**src/rtl/tohost_monitor.sv**
```systemverilog
// tohost_monitor: end-of-test monitor snooping CPU data-memory stores for the riscv-tests
// `tohost` word. It decodes pass/fail and keeps cycle and retired-instruction counters for the
// RUN window. An optional watchdog ends a run that never writes tohost.
//
// Optional feature macro: TOHOST_WATCHDOG_EN. When defined, a RUN that lasts TIMEOUT_CYCLES
// cycles without a terminating store ends in TIMEOUT. When undefined, TIMEOUT is unreachable
// and timeout is tied low.
//
// Ports:
//   clk, rst_n          clock, asynchronous active-low reset
//   start, clear        single-cycle control pulses (clear wins over everything)
//   dmem_addr/wdata/we/be  snooped CPU store port
//   retire              one instruction retired this cycle
//   state               IDLE=0 RUN=1 PASS=2 FAIL=3 TIMEOUT=4
//   done/pass/fail/timeout  registered status flags
//   fail_code           tohost value >> 1 from a failing store
//   cycle_count, instret_count  saturating RUN-window counters
module tohost_monitor #(
  parameter int unsigned       ALEN           = 32,
  parameter int unsigned       XLEN           = 32,
  parameter logic [ALEN-1:0]   TOHOST_ADDR    = 32'h0000_1000,
  parameter int unsigned       TIMEOUT_CYCLES = 5_000_000,
  parameter int unsigned       CNT_WIDTH      = 32
) (
  input  logic                 clk,
  input  logic                 rst_n,
  input  logic                 start,
  input  logic                 clear,
  input  logic [ALEN-1:0]      dmem_addr,
  input  logic [XLEN-1:0]      dmem_wdata,
  input  logic                 dmem_we,
  input  logic [3:0]           dmem_be,
  input  logic                 retire,
  output logic [2:0]           state,
  output logic                 done,
  output logic                 pass,
  output logic                 fail,
  output logic                 timeout,
  output logic [XLEN-2:0]      fail_code,
  output logic [CNT_WIDTH-1:0] cycle_count,
  output logic [CNT_WIDTH-1:0] instret_count
);

  typedef enum logic [2:0] {
    StIdle    = 3'd0,
    StRun     = 3'd1,
    StPass    = 3'd2,
    StFail    = 3'd3,
    StTimeout = 3'd4
  } state_e;

  localparam logic [CNT_WIDTH-1:0] CntOne = CNT_WIDTH'(1);
  localparam logic [CNT_WIDTH-1:0] CntMax = '1;
  localparam logic [XLEN-1:0]      PassVal = XLEN'(1);

  state_e                 state_q, state_d;
  logic [CNT_WIDTH-1:0]   cycle_q, cycle_d;
  logic [CNT_WIDTH-1:0]   instret_q, instret_d;
  logic [XLEN-2:0]        fail_code_q, fail_code_d;
  logic                   done_q, pass_q, fail_q;
  logic                   tohost_wr;

  // Full-word store to tohost; RUN qualification is applied in the state decode.
  assign tohost_wr = dmem_we && (dmem_addr == TOHOST_ADDR) && (dmem_be == 4'b1111);

`ifdef TOHOST_WATCHDOG_EN
  localparam logic [CNT_WIDTH-1:0] TimeoutLast = CNT_WIDTH'(TIMEOUT_CYCLES - 1);
  logic timeout_q;
`else
  logic unused_timeout_cfg;
  assign unused_timeout_cfg = ^TIMEOUT_CYCLES;
`endif

  always_comb begin
    state_d     = state_q;
    cycle_d     = cycle_q;
    instret_d   = instret_q;
    fail_code_d = fail_code_q;
    if (clear) begin
      state_d     = StIdle;
      cycle_d     = '0;
      instret_d   = '0;
      fail_code_d = '0;
    end else begin
      case (state_q)
        StIdle: begin
          if (start) begin
            state_d   = StRun;
            cycle_d   = '0;
            instret_d = '0;
          end
        end
        StRun: begin
          // The terminating cycle is itself a RUN cycle, so it is counted.
          if (cycle_q != CntMax) cycle_d = cycle_q + CntOne;
          if (retire && (instret_q != CntMax)) instret_d = instret_q + CntOne;
          if (tohost_wr && (dmem_wdata == PassVal)) begin
            state_d = StPass;
          end else if (tohost_wr && dmem_wdata[0]) begin
            state_d     = StFail;
            fail_code_d = dmem_wdata[XLEN-1:1];
`ifdef TOHOST_WATCHDOG_EN
          end else if (cycle_q == TimeoutLast) begin
            state_d = StTimeout;
`endif
          end
        end
        default: ;  // terminal states hold until clear or reset
      endcase
    end
  end

  always_ff @(posedge clk or negedge rst_n) begin
    if (!rst_n) begin
      state_q     <= StIdle;
      cycle_q     <= '0;
      instret_q   <= '0;
      fail_code_q <= '0;
      done_q      <= 1'b0;
      pass_q      <= 1'b0;
      fail_q      <= 1'b0;
    end else begin
      state_q     <= state_d;
      cycle_q     <= cycle_d;
      instret_q   <= instret_d;
      fail_code_q <= fail_code_d;
      done_q      <= (state_d == StPass) || (state_d == StFail) || (state_d == StTimeout);
      pass_q      <= (state_d == StPass);
      fail_q      <= (state_d == StFail);
    end
  end

`ifdef TOHOST_WATCHDOG_EN
  always_ff @(posedge clk or negedge rst_n) begin
    if (!rst_n) timeout_q <= 1'b0;
    else        timeout_q <= (state_d == StTimeout);
  end
  assign timeout = timeout_q;
`else
  assign timeout = 1'b0;
`endif

  assign state         = state_q;
  assign done          = done_q;
  assign pass          = pass_q;
  assign fail          = fail_q;
  assign fail_code     = fail_code_q;
  assign cycle_count   = cycle_q;
  assign instret_count = instret_q;

endmodule

```
**config.mk**
```make
export PLATFORM = sky130hd
export DESIGN_NAME = tohost_monitor
export DESIGN_NICKNAME = d
export VERILOG_FILES = /design/src/rtl/tohost_monitor.sv
export SDC_FILE = /design/constraint.sdc
export NUM_CORES = 1
export LEC_CHECK = 0
export BUFFER_PORTS_ARGS = -buffer_cell sky130_fd_sc_hd__clkbuf_2
export CORE_MARGIN = 2
export CORE_UTILIZATION = 40
export DETAILED_ROUTE_END_ITERATION = 10
export GPL_TIMING_DRIVEN = 0
export SLEW_MARGIN = 20
export SYNTH_ARGS = -nofsm -noshare
export SYNTH_HDL_FRONTEND = slang
export SYNTH_SLANG_ARGS = --single-unit
```
**constraint.sdc**
```tcl
create_clock -name clk -period 2.85 [get_ports clk]
set_clock_uncertainty 0.1 [all_clocks]
set_input_delay 0.57 -clock clk [delete_from_list [all_inputs] [get_ports clk]]
set_output_delay 0.57 -clock clk [all_outputs]
set_load 0.02 [all_outputs]
```
# Word level (Yosys, flattened, before mapping)
# Cells that the tools add are included.
# totals
reg_bits	101
latchBits	0
mem_bits_rw	0
mem_bits_ro	0
elab_cells	52
memories	0
# classes
n_addsub	2
mul	0
div_mod_pow	0
n_lt_le_gt_ge	0
n_eq_ne	13
shift	0
mux	16
bitwise_logic	0
n_reduce_logical	14
# ops
cell	n
32-bit two-way mux	5
32-bit one-hot mux with 2 select lines	2
31-bit two-way mux	4
32-bit by 1-bit adder with 32-bit output (second input constant)	2
32-bit inequality test (second input constant)	2
32-bit by 1-bit == test with 1-bit output (second input constant)	1
32-bit by 13-bit == test with 1-bit output (second input constant)	1
3-bit two-way mux	4
3-bit inequality test (second input constant)	3
3-bit AND reduction	3
3-bit by 2-bit == test with 1-bit output (second input constant)	2
3-bit one-hot mux with 2 select lines	1
1-bit logical AND	5
4-bit == test (second input constant)	1
2-bit nonzero test	2
3-bit by 1-bit == test with 1-bit output (second input constant)	1
3-bit == test (second input constant)	1
3-bit zero test	1
3-bit nonzero test	1
1-bit logical OR	2
2-bit inequality test (second input constant)	1

# Logic depth before layout (Yosys ltp)
# Gate-level depths: netlist (run 1).
# logic_depth
word_depth	11
depth_mapped	8

# Least setup slack after synthesis (run 1)
# No wires, ideal clock.
# synth_path
kind	flip-flop to flip-flop
from	register instret_q[0], in the netlist instret_count[0]
to	register instret_q[15], in the netlist instret_count[15]
setup_ps	141
t_arrival_ps	2369
setup_slack_ps	241
path_stages_with_launch	8
path_buffers	1
period_less_slack_ps	2609
cell_sequence	dfrtp_1 > ha_1 > and4_1 > or4b_2 > o31a_1 > clkbuf_1 > a41oi_1 > a31oi_1
# synth_between
elab_chain_cells	4
elab_cells_between_ends	8
cone_classes	add/sub: 1; eq/ne: 2; mux: 3; reduce/logical: 2
# synth_rtl
item	line_no	source
start: declaration	58	logic [CNT_WIDTH-1:0] instret_q, instret_d;
start signal: assignment	125	instret_q <= instret_d;
32-bit by 1-bit adder with 32-bit output / 32-bit inequality test (equally long branches)	96	if (retire && (instret_q != CntMax)) instret_d = instret_q + CntOne;
32-bit two-way mux / 1-bit logical AND (equally long branches)	96	
32-bit one-hot mux with 2 select lines / 3-bit inequality test (equally long branches)	-	
32-bit two-way mux / 3-bit AND reduction (equally long branches)	-	
# Several ways; a longest one is shown, not always the timed one. The select of a mux whose other input is x is not followed.
# A chain may end at the register's enable or synchronous reset.

# Worst setup path after layout (run 1)
# layout_path
from	register instret_q[0], in the netlist instret_count[0]
to	register instret_q[23], in the netlist instret_count[23]
# Same word-level chain as after synthesis.

==> impl_metrics.ini, run 1 <==
[outcome]
status = finished clean

[power]
irDropWorstVdd_uv = 329.3
pwr_density_cell_nw_per_um2 = 405.2
cellLeakagePower_nw = 3.125

[synthesis]
yosysWarnings = 0
avgSynthCellArea_sq_um = 8.834
synth_area_leaders = dfrtp_1 45%, nand3_1 5.9%, o21ai_0 5.5%
synth_edf_count = 0
synth_ff_type = dfrtp_1
synth_nets = 718
synth_top_area_frac = 0.4456
synthesis.area_sq_um = 5672
yosysMostFrequentCell = dfrtp_1
synth_top_area_cell = dfrtp_1
ys_seq_area_frac = 0.4456
synth_cell_types = 63
ys_ff_latch = 101
synthCells = 642
postSynth.asyncResetShare = 1.000
synth_commonest_cells = 101 x dfrtp_1, 67 x nand3_1, 62 x o21ai_0

[critical_path]
arrival_ps = 2920
worstSetupPathType = flip-flop to flip-flop
critical_path_depth = 8
cpLargestDelayFamily = simple AND/OR/NAND/NOR gates
critPathMaxFanout = 10
cp_cell_sequence = ha_2 -> and4_2 -> or4b_2 -> o31ai_2 -> buf_4 -> clkbuf_4 -> o311ai_0 -> nand2_1
cp.required_ps = 3030
cp-startpoint = instret_count[0]$_DFFE_PN0P_
worst_path_max_delay_cell = or4b_2
startpoint_type = flip-flop
worstSetupEndpointType = flip-flop
r2r-start = instret_count[0]$_DFFE_PN0P_
critPathBufInv = 2
critPathMaxStageDelay_ps = 660
reg2reg_depth = 8

[timing]
setup_slack_ps = 114.6
hold_viol = 0
drv_slew = 0
fmax_mhz = 365.6
fin_crit_sh = 0.9598
relSlewSlack = 0.4427
finalCriticalPeriod_ps = 2735
worst_pin_slew_ps = 828.3
setup_viol = 0

[drt]
wire_per_inst_um = 18.33
antenna_left = 0
vias = 6263
via_per_inst = 6.134
drt_pass1_iterations = 5
first_iter_violations = 646
route.detailed.drc = 0
drt-total-wl_um = 18720

[finish]
stdcell_count = 1021
nFillCells = 1338
syn_to_final_growth_pct = 27.02
nNetsFinal = 912
diodes = 0
drive_gt1_frac = 0.2771

[global_route]
grt_use_total = 0.2507
grt_max_degree = 64
grt_pass1_wl_um = 29930
antenna_found_initial = 0
grt_pass1_vias = 5826
grt-ovfl-total = 0

[clock_tree]
h-tree-depth = 3
cts_buffers = 9
worst_setup_hold_path_clk_slew_ps = 70
cts_buffer_depth = 2
clkLatencyLatePin_ps = 350
cts_sinks = 101
clockRootBuffer = clkbuf_16
cts_tree = yes
cts_hold_buf = 0

[placement]
portBuffers = 174
hpwl_um = 13690
place_congestion = 0.9045
placed_cells = 997
place_ws_ps = -494.6

[run]
cap_viol_max_count = 0

[floorplanning]
dieArea_sq_um = 15150
die_h_um = 123.1
rows = 43
io_pins = 176
start_util = 0.4086
die_w_um = 123.1
core_sq_um = 13880

[hold_path]
hp-class = input port to async pin
==> sequential cells by signal, indices dropped and copies added (netlist names) <==
| signal | flops |
|---|---|
| done | 1 |
| fail_code | 31 |
| fail | 1 |
| state | 3 |
| pass | 1 |
| cycle_count | 32 |
| instret_count | 32 |
==> layer usage <==
metal	global-route usage	vias to the layer above	part of all wire
met4	0.09233	0	0.020
met3	0.03137	31	0.067
met1	0.3561	3048	0.45
met2	0.3930	288	0.47
li1	-	2896	-
met5	0	-	0
==> what timing repair did <==
action                     CTS  global route
pin swaps                    1             4
setup buffers                0             8
resized for setup            5             9
setup endpoints to repair   23            39
==> power breakdown <==
part | internal [W] | switching (W) | leakage, nW
clock network | 0.000691 | 0.000545 | 0.143
registers | 0.00144 | 0.00000668 | 1.41
logic | 0.0000837 | 0.000156 | 1.57
==> metrics by stage <==
stage	total power, W	instance area (sq um)	setup TNS [ps]	util	hold slack [ps]
2_1_floorplan	0.001557	5672	0	-	174.4
3_3_place_gp	0.001690	6768	-36210	0.4876	401.0
3_5_place_dp	0.001698	6804	-6580	0.4902	411.9
4_1_cts	0.002924	7116	0	0.5126	43.42
5_1_grt	0.003014	7204	-10.51	0.5190	52.46
6_report	0.002919	7204	0	0.5190	26.83
==> placed cells by master, fill, tap and decap left out, drive strengths merged, types with 9 or more instances in the layout <==
master and count:
nor2 24, and3 12, o31ai 19, inv 9, o311ai 9, buf 15
nand3 67, o21ai 65, nand4 24, a21oi 50, a31oi 13, clkbuf 223
nand2 53, nor4 23, or4 18, dfrtp 101, nor3 27
==> logic make-up after synthesis <==
logic type                 after synthesis  share of synthesized area
AOI/OAI and AO/OA                      198                     0.2248
muxes                                    7                    0.01257
adders and majority gates                2                   0.004411
DFF                                    101                     0.4456
other                                    1                  0.0006612
and+or+nand+nor                        285                     0.2762
buffers and inverters                   48                    0.03574
==> area by class of cell <==
cell class / count / area, sq um / share of cell area
tap: 180 / 225.2 / 0.03126
sequential: 101 / 2527 / 0.3508
clock buffer: 16 / 291.5 / 0.04047
buffer: 39 / 176.4 / 0.02449
timing repair buffer: 183 / 979.7 / 0.1360
inverter: 9 / 33.78 / 0.004689
multi-input combinational: 493 / 2970 / 0.4123
==> path summary, 6_finish.rpt <==
path,endpoint,slack [ps]
setup reg to reg,instret_count[23]$_DFFE_PN0P_,110
max in group asynchronous,cycle_count[0]$_DFFE_PN0P_,2000
hold reg to reg,instret_count[10]$_DFFE_PN0P_,420
min in group clk,fail_code[13]$_DFFE_PN0P_,360
hold / removal,fail_code[23]$_DFFE_PN0P_,30
setup / recovery,instret_count[23]$_DFFE_PN0P_,110
==> worst reg2reg max path: cells and delay by family (launching register included) <==
kind,cells,cell delay (ps)
AOI/OAI and AO/OA,2,440
adders and majority gates,1,230
buffers and inverters,2,410
DFF,1,420
and+or+nand+nor,3,1070
(Power assumes the default switching activity.)
==> run 2: changes to the inputs <==
==> constraint.sdc (replaced) <==
create_clock -name clk -period 2.85 [get_ports clk]
set_clock_uncertainty 0.1 [all_clocks]
set_input_delay 0.855 -clock clk [delete_from_list [all_inputs] [get_ports clk]]
set_output_delay 0.855 -clock clk [all_outputs]
set_load 0.02 [all_outputs]
==> run 2 against run 1 <==
- non-clock buffer count increased by 9
- flip-flop and latch count unchanged
- register-to-register slack got worse by 20 ps
- critical endpoint is now cycle_count[29]$_DFFE_PN0P_
- global-route usage about the same
- sequential share of layout area decreased by 0.21 points
- utilization increased by 0.34 points
- highest routed layer unchanged
==> impl_metrics.ini, run 2 (synthesis results as in run 1) <==
[outcome]
status = finished clean

[clock_tree]
cts_sinks = 101
cts_buffers = 9
cts_hold_buf = 0
clockRootBuffer = clkbuf_16
h-tree-depth = 3
cts_buffer_depth = 2
cts_tree = yes
clkLatencyLatePin_ps = 350
worst_setup_hold_path_clk_slew_ps = 70

[finish]
mostFrequentLayoutCell = clkbuf_2
drive_gt1_frac = 0.2886
diodes = 0
final_cell_mix = 176 x clkbuf_2, 100 x dfrtp_1, 67 x nand3_1, 61 x o21ai_0, 52 x nand2_1
nFillCells = 1358
multi_input_area_sq_um = 2984
nNetsFinal = 921
syn_to_final_growth_pct = 27.86
seqCellArea_sq_um = 2529

[timing]
relSlewSlack = 0.4069
drv_slew = 0
worst_pin_slew_ps = 881.5
hold_viol = 0
fin_crit_sh = 0.9782
setup_slack_ps = 62.11
finalCriticalPeriod_ps = 2788
tns_ps = 0
setup_viol = 0
fmax_mhz = 358.7
hold_slack_ps = 351.6

[global_route]
grt-ovfl-total = 0
grt_max_degree = 54
grt_use_total = 0.2505
grt_pass1_wl_um = 29990
antenna_found_initial = 0
grt_pass1_vias = 5811

[placement]
hpwl_um = 13490
portBuffers = 174
place_ws_ps = -769.8
place_congestion = 0.8813

[drt]
wl_met1_um = 8349
route.detailed.drc = 0
vias = 6201
drt_pass1_iterations = 5
drt-total-wl_um = 18710
first_iter_violations = 487
met2_length_um = 8924
wl_met3_um = 1167
top_layer_used = met4
wire_per_inst_um = 18.19
via_per_inst = 6.026
antenna_left = 0

[floorplanning]
die_h_um = 123.1
dieArea_sq_um = 15150
core_sq_um = 13880
start_util = 0.4086
die_w_um = 123.1
rows = 43
io_pins = 176

[hold_path]
hp-class = input port to async pin

[critical_path]
cp.required_ps = 2980
reg2reg_depth = 7
startpoint_type = input port
rrSetupSlack_ps = 90
arrival_ps = 2920
critPathMaxFanout = 10
worstSetupEndpointType = flip-flop
worstSetupPathType = input port to flip-flop

[power]
irDropWorstVdd_uv = 283.6
cellLeakagePower_nw = 3.159
pwr_density_cell_nw_per_um2 = 388.8

[run]
cap_viol_max_count = 0
==> run 2: cell types whose count changed in the layout (fill, tap and decap cells not counted), moves of 2 or more <==
cell,previous run,this run
clkbuf_8,5,2
clkbuf_2,174,176
buf_4,9,20
clkinv_2,0,2
clkbuf_1,34,31
==> run 2: timing repair <==
action | 4_1_cts | 5_1_grt
setup endpoints to repair | 31 | 53
pin swaps | 1 | 6
hold endpoints to repair | 0 | 0
buffers inserted | 0 | 18
gates resized for setup | 10 | 10
==> run 2: layout make-up <==
cell class / count / share of cell area
multi-input cells: 493 / 0.4115
flip-flops and latches: 101 / 0.3487
repair buffers: 193 / 0.1437
clock buffers: 13 / 0.03451
well taps: 180 / 0.03106
plain buffers: 38 / 0.02450
inverters: 9 / 0.004658
clock inverters: 2 / 0.001380
==> run 2: path summary, 6_finish.rpt <==
check,endpoint,start
setup / recovery,cycle_count[29]$_DFFE_PN0P_,clear
hold / removal,fail_code[19]$_DFFE_PN0P_,rst_n
setup reg to reg,instret_count[27]$_DFFE_PN0P_,instret_count[0]$_DFFE_PN0P_
hold reg to reg,cycle_count[9]$_DFFE_PN0P_,cycle_count[9]$_DFFE_PN0P_
max in group asynchronous,instret_count[0]$_DFFE_PN0P_,rst_n
min in group clk,cycle_count[9]$_DFFE_PN0P_,cycle_count[9]$_DFFE_PN0P_
==> run 2: worst max-delay path: stages <==
cell      delay, ps
clkbuf_2         80
or4b_1          540
clkbuf_1        300
nor4_4          410
nand4_1         340
nand2_4         280
o31ai_1         100
==> run 2: per-layer routing <==
layer / up-vias / track usage
li1: 2909 / -
met1: 3039 / 0.3460
met2: 236 / 0.3981
met3: 17 / 0.05258
met4: 0 / 0.07173
met5: - / 0
==> run 2: through the flow <==
stage | cells | utilization | power (W) | area (sq um)
finish | 1029 | 0.5224 | 0.002820 | 7252
detailed placement | 997 | 0.4902 | 0.001701 | 6804
CTS | 1012 | 0.5110 | 0.002846 | 7093
global route | 1029 | 0.5224 | 0.002933 | 7252
floorplan | 642 | - | 0.001557 | 5672
global placement | 996 | 0.4876 | 0.001691 | 6768
==> run 2: where the power goes <==
part           internal (W)  switching [W]  total, W
Clock              0.000610       0.000525   0.00113
Combinational     0.0000832       0.000157  0.000241
Sequential          0.00144     0.00000667   0.00144
Total               0.00213       0.000689   0.00282
